File: src/rtl/block_frame_sequencer.sv
// block_frame_sequencer
// Per-sample frame controller for the block fetch/decode pipeline.
//
// Each sample tick starts one frame:
//   - The pipeline is enabled for exactly one pass over the running block program.
//   - Decode-to-execute issue is gated to n_blocks_running instructions.
//   - The frame then drains until the same number of retirements arrive.
//   - Finally the fetcher is flushed back to block 0 and frame completion is reported.
// Program-length updates from the host take effect only at frame start.
module block_frame_sequencer #(
  parameter int n_blocks  = 256,
  parameter int ovr_width = 8,
  localparam int CW       = $clog2(n_blocks)
) (
  input  logic                 clk,
  input  logic                 reset,
  input  logic                 sample_tick,
  input  logic [CW-1:0]        n_blocks_req,
  input  logic                 update_req,
  output logic                 update_ack,
  output logic [CW-1:0]        n_blocks_running,
  output logic                 pipe_enable,
  output logic                 pipe_flush,
  input  logic                 dec_out_valid,
  input  logic                 exec_ready,
  output logic                 dec_out_ready,
  output logic                 issue_fire,
  input  logic                 retire,
  output logic                 busy,
  output logic                 frame_done,
  output logic                 overrun,
  output logic [ovr_width-1:0] overrun_count
);

  localparam logic [1:0] IDLE  = 2'd0;
  localparam logic [1:0] RUN   = 2'd1;
  localparam logic [1:0] DRAIN = 2'd2;

  logic [1:0]           state_reg;
  logic [CW-1:0]        n_blocks_running_reg;
  logic [CW-1:0]        issued_cnt_reg;
  logic [CW-1:0]        retired_cnt_reg;
  logic                 update_ack_reg;
  logic                 pipe_flush_reg;
  logic                 frame_done_reg;
  logic                 overrun_reg;
  logic [ovr_width-1:0] overrun_count_reg;

  logic [CW-1:0]        eff_len;
  logic                 retire_accept;
  logic [CW-1:0]        retired_cnt_next;
  logic [CW-1:0]        issued_cnt_next;
  logic                 drain_done;

  // Length governing a frame that starts this cycle: a pending host update wins.
  assign eff_len = update_req ? n_blocks_req : n_blocks_running_reg;

  // Retires beyond the program length are a protocol error; the count saturates.
  assign retire_accept    = retire & busy & (retired_cnt_reg != n_blocks_running_reg);
  assign retired_cnt_next = retired_cnt_reg + CW'(retire_accept);
  assign issued_cnt_next  = issued_cnt_reg + CW'(1);

  // The drain finishes once all retirements are in, including one arriving this cycle.
  assign drain_done = (state_reg == DRAIN) && (retired_cnt_next == n_blocks_running_reg);

  assign busy          = (state_reg != IDLE);
  assign pipe_enable   = (state_reg == RUN);
  assign dec_out_ready = (state_reg == RUN) & exec_ready &
                         (issued_cnt_reg != n_blocks_running_reg);
  assign issue_fire    = dec_out_valid & dec_out_ready;

  assign update_ack       = update_ack_reg;
  assign n_blocks_running = n_blocks_running_reg;
  assign pipe_flush       = pipe_flush_reg;
  assign frame_done       = frame_done_reg;
  assign overrun          = overrun_reg;
  assign overrun_count    = overrun_count_reg;

  // Frame state machine, issue/retire counters and the one-cycle status pulses.
  always_ff @(posedge clk) begin
    if (reset) begin
      state_reg            <= IDLE;
      n_blocks_running_reg <= '0;
      issued_cnt_reg       <= '0;
      retired_cnt_reg      <= '0;
      update_ack_reg       <= 1'b0;
      pipe_flush_reg       <= 1'b0;
      frame_done_reg       <= 1'b0;
    end else begin
      update_ack_reg <= 1'b0;
      pipe_flush_reg <= 1'b0;
      frame_done_reg <= 1'b0;

      if (busy) begin
        retired_cnt_reg <= retired_cnt_next;
      end

      case (state_reg)
        IDLE: begin
          if (sample_tick) begin
            if (update_req) begin
              n_blocks_running_reg <= n_blocks_req;
              update_ack_reg       <= 1'b1;
            end
            if (eff_len == '0) begin
              // An empty program completes without ever enabling the pipeline.
              frame_done_reg <= 1'b1;
            end else begin
              issued_cnt_reg  <= '0;
              retired_cnt_reg <= '0;
              state_reg       <= RUN;
            end
          end
        end

        RUN: begin
          if (issue_fire) begin
            issued_cnt_reg <= issued_cnt_next;
            if (issued_cnt_next == n_blocks_running_reg) begin
              state_reg <= DRAIN;
            end
          end
        end

        DRAIN: begin
          if (drain_done) begin
            pipe_flush_reg <= 1'b1;
            frame_done_reg <= 1'b1;
            state_reg      <= IDLE;
          end
        end

        default: state_reg <= IDLE;
      endcase
    end
  end

  // Overrun detection: a tick while a frame is in flight is dropped and counted.
  always_ff @(posedge clk) begin
    if (reset) begin
      overrun_reg       <= 1'b0;
      overrun_count_reg <= '0;
    end else begin
      overrun_reg <= sample_tick & busy;
      if (sample_tick && busy && (overrun_count_reg != '1)) begin
        overrun_count_reg <= overrun_count_reg + ovr_width'(1);
      end
    end
  end

endmodule

File: config.mk
export PLATFORM = sky130hd
export DESIGN_NAME = block_frame_sequencer
export DESIGN_NICKNAME = d
export VERILOG_FILES = /design/src/rtl/block_frame_sequencer.sv
export SDC_FILE = /design/constraint.sdc
export NUM_CORES = 1
export LEC_CHECK = 0
export ABC_CLOCK_PERIOD_IN_PS = 3150
export CAP_MARGIN = 20
export CORE_MARGIN = 2
export CORE_UTILIZATION = 53
export CTS_CLUSTER_SIZE = 20
export DETAILED_ROUTE_END_ITERATION = 16
export HOLD_SLACK_MARGIN = 0.12
export PLACE_DENSITY_LB_ADDON = 0.1
export SYNTH_ARGS = -nofsm -noshare
export SYNTH_HDL_FRONTEND = slang
export SYNTH_SLANG_ARGS = --single-unit
File: constraint.sdc
create_clock -name clk -period 3.15 [get_ports clk]
set_input_delay 0.63 -clock clk [delete_from_list [all_inputs] [get_ports clk]]
set_output_delay 0.63 -clock clk [all_outputs]
set_load 0.02 [all_outputs]
==> impl_metrics.xml <==
<?xml version="1.0" encoding="UTF-8"?>
<metrics>
  <group name="run_status">
    <metric name="run_status" unit="">completed</metric>
  </group>
  <group name="finish">
    <metric name="most-common-layout-cells" unit="">nand2_1, dfxtp_1, clkdlybuf4s50_1</metric>
    <metric name="mostFrequentLayoutCell" unit="">nand2_1</metric>
    <metric name="nFillCells" unit="">332</metric>
    <metric name="n_antenna_cell" unit="">0</metric>
    <metric name="ratio_of_cells_with_drive_above_1_in_the_final_layout" unit="">0.0836</metric>
    <metric name="final_net_count" unit="">341</metric>
    <metric name="synthToLayoutAreaGrowth" unit="%">26.4</metric>
    <metric name="post_layout_nonfiller_instances" unit="">373</metric>
  </group>
  <group name="detailed_routing">
    <metric name="vias" unit="">2110</metric>
    <metric name="routed_wirelength" unit="um">5520</metric>
    <metric name="final_antenna_net_count" unit="">0</metric>
    <metric name="routedWlPerCell" unit="um">14.8</metric>
    <metric name="drc" unit="">0</metric>
    <metric name="routedLengthMet1" unit="um">2610</metric>
    <metric name="detail_route.vias_per_cell" unit="">5.66</metric>
    <metric name="route.met3.wl" unit="um">359</metric>
    <metric name="top_routing_layer_in_use" unit="">met4</metric>
    <metric name="met2WireLength" unit="um">2500</metric>
    <metric name="first_pass_iteration_count_of_the_detailed_router" unit="">4</metric>
    <metric name="dr.first_iter.drc_count" unit="">133</metric>
  </group>
  <group name="setup_path">
    <metric name="worstSetupStartpointType" unit="">flop</metric>
    <metric name="worstPathMaxFanout" unit="">9</metric>
    <metric name="type_of_the_worst_setup_path" unit="">reg -&gt; out</metric>
    <metric name="worst_setup_path_end_kind" unit="">output port</metric>
    <metric name="path_cells" unit="">xor2_1 &gt; nor4b_1 &gt; a31oi_2 &gt; clkdlybuf4s50_1</metric>
    <metric name="timing.critical_path.arrival" unit="ns">2.35</metric>
    <metric name="cpLargestDelayFamily" unit="">flip-flops</metric>
    <metric name="critPathBufInv" unit="">1</metric>
    <metric name="critical_path_required" unit="ns">2.52</metric>
    <metric name="critical_path.slowest_cell" unit="">dfxtp_1</metric>
    <metric name="timing.critical_path.slowest_cell_delay" unit="ns">0.59</metric>
  </group>
  <group name="synth">
    <metric name="synth.avg_cell_area" unit="um^2">7.92</metric>
    <metric name="ys.flop_type" unit="">dfxtp_1</metric>
    <metric name="synth_seq_cells" unit="">38</metric>
    <metric name="ys_warn_count" unit="">0</metric>
    <metric name="synthesis.nets" unit="">300</metric>
    <metric name="asyncSetResetFlopFracSynth" unit="">0</metric>
    <metric name="syn_area" unit="um^2">2220</metric>
    <metric name="proportion_of_synthesized_chip_area_in_sequential_cells" unit="">0.342</metric>
    <metric name="syn_inst" unit="">281</metric>
    <metric name="synth_enable_flop_cells" unit="">0</metric>
    <metric name="netlist-cell-type-count" unit="">50</metric>
  </group>
  <group name="cts">
    <metric name="cts_buffers" unit="">5</metric>
    <metric name="tritoncts_num_sinks" unit="">38</metric>
    <metric name="path_clk_slew" unit="ns">0.08</metric>
    <metric name="post_cts_resize_count" unit="">0</metric>
    <metric name="clk_root_buffer_cell" unit="">clkbuf_8</metric>
    <metric name="clock_tree.htree_level_count" unit="">2</metric>
    <metric name="hold_buffers" unit="">0</metric>
    <metric name="maximum_buffer_depth_of_the_clock_tree" unit="">2</metric>
    <metric name="postCtsSetupRepairBufs" unit="">0</metric>
    <metric name="tritoncts" unit="">done</metric>
    <metric name="worstSkewPairLatency" unit="ns">0.29</metric>
  </group>
  <group name="timing">
    <metric name="relSlewSlack" unit="">0.621</metric>
    <metric name="rsz0062_at_grt" unit="">false</metric>
    <metric name="finalSetupViolations" unit="">0</metric>
    <metric name="timing_max_transition_violations_final" unit="">0</metric>
    <metric name="hold_viol" unit="">0</metric>
    <metric name="totalNegativeSetupSlack" unit="ns">0</metric>
    <metric name="clock-skew-final" unit="ns">0.00791</metric>
    <metric name="achievable-frequency" unit="MHz">336</metric>
    <metric name="fin_crit" unit="ns">2.98</metric>
    <metric name="finalCritPeriodShare" unit="">0.945</metric>
    <metric name="worst-slew-pin-transition" unit="ns">0.560</metric>
  </group>
  <group name="global_route">
    <metric name="grt_start_max_net_pins" unit="">24</metric>
    <metric name="grt_first_pass_wirelength" unit="um">8820</metric>
    <metric name="globalRouteTotalUtil" unit="">0.253</metric>
    <metric name="globalRouteOverflowTotal" unit="">0</metric>
    <metric name="grt_pass1_vias" unit="">1883</metric>
    <metric name="antenna_found_initial" unit="">0</metric>
  </group>
  <group name="die">
    <metric name="fp-row-count" unit="">23</metric>
    <metric name="ioPinCount" unit="">39</metric>
    <metric name="coreArea" unit="um^2">4030</metric>
    <metric name="die-area" unit="um^2">4730</metric>
    <metric name="starting_density_of_the_core" unit="">0.552</metric>
    <metric name="die-width" unit="um">68.8</metric>
    <metric name="die_h" unit="um">68.8</metric>
  </group>
  <group name="place">
    <metric name="port_buffers" unit="">38</metric>
    <metric name="gp_congestion" unit="">0.922</metric>
    <metric name="place_inst" unit="">365</metric>
    <metric name="hpwlAfterDp" unit="um">4070</metric>
  </group>
  <group name="power">
    <metric name="peakVddDrop" unit="V">0.000300</metric>
    <metric name="total_leakage_power" unit="nW">1.09</metric>
    <metric name="power_density_of_the_placed_cells" unit="nW/um^2">445</metric>
  </group>
  <group name="min_path">
    <metric name="min_path_type" unit="">reg -&gt; reg</metric>
  </group>
  <group name="flow_run">
    <metric name="drv_cap" unit="">0</metric>
  </group>
</metrics>
## worst paths after layout
| path | start | to | slack (ns) | depth (start not counted) |
|---|---|---|---|---|
| setup / recovery | n_blocks_running[3] | issue_fire | 0.17 | 4 |
| hold / removal | retired_cnt_reg[0] | retired_cnt_reg[0] | 0.50 | 2 |
| setup reg to reg | retired_cnt_reg[2] | frame_done | 0.28 | 12 |
| hold reg to reg | retired_cnt_reg[0] | retired_cnt_reg[0] | 0.50 | 2 |
## Yosys cell counts, drive strengths merged, types with 3 or more instances
master | instances | area, um^2
a21oi | 23 | 115
o211ai | 3 | 22.5
ha | 4 | 50.1
a31oi | 4 | 31.3
xnor2 | 8 | 70.1
nor2b | 3 | 18.8
and3 | 5 | 31.3
or3 | 9 | 56.3
or2 | 3 | 18.8
nand2 | 40 | 158
xor2 | 24 | 210
inv | 7 | 26.3
o21ai | 14 | 81.3
nand3 | 13 | 65.1
nor3 | 3 | 15.0
clkbuf | 5 | 18.8
nor2 | 26 | 97.6
dfxtp | 38 | 761
buf | 9 | 53.8
or4 | 4 | 33.8
nor4 | 4 | 25.0
nand4 | 5 | 31.3
## layer usage
metal	vias to the layer above	track usage
li1	1065	-
met1	973	0.351
met4	0	0.0613
met2	65	0.398
met5	-	0
met3	7	0.0552
## logic make-up (layout without fill, tap and decap cells)
logic type,count (synthesis),count (layout),share of synthesized area
buffers and inverters,21,63,0.0444
and+or+nand+nor,123,123,0.277
AOI/OAI and AO/OA,62,62,0.184
adders and majority gates,4,4,0.0225
xor gates and xnor gates,32,32,0.126
DFF,38,38,0.342
muxes,1,1,0.00450
## power by group
part / internal (mW) / switching (mW)
registers: 0.493 / 0.0197
logic: 0.0998 / 0.122
clock network: 0.338 / 0.178
## metrics by stage
stage	hold WS, ns	util	area, um^2	total power, mW	setup slack (ns)
global placement	0.486	0.663	2670	0.742	0.155
CTS	0.509	0.698	2810	1.26	0.178
detailed placement	0.496	0.663	2670	0.744	0.0811
floorplan	0.458	-	2220	0.657	0.469
global route	0.525	0.698	2810	1.30	0.0281
finish	0.503	0.698	2810	1.25	0.174
## layout make-up
| type | count | area [um^2] | share of cell area |
|---|---|---|---|
| multi-input cells | 222 | 1370 | 0.485 |
| repair buffers | 48 | 455 | 0.162 |
| flip-flops and latches | 38 | 761 | 0.270 |
| inverters | 7 | 26.3 | 0.00934 |
| clock inverters | 2 | 60.1 | 0.0214 |
| clock buffers | 6 | 82.6 | 0.0294 |
| well taps | 50 | 62.6 | 0.0222 |
## worst register-to-register path, delay by kind of cell (launching register included)
family,cells,cell delay [ns]
buffers and inverters,1,0.15
and+or+nand+nor,3,0.60
adders and majority gates,2,0.48
AOI/OAI and AO/OA,4,0.78
xor gates and xnor gates,2,0.25
DFF,1,0.54
Note: power is estimated with default switching activity, not from simulation.
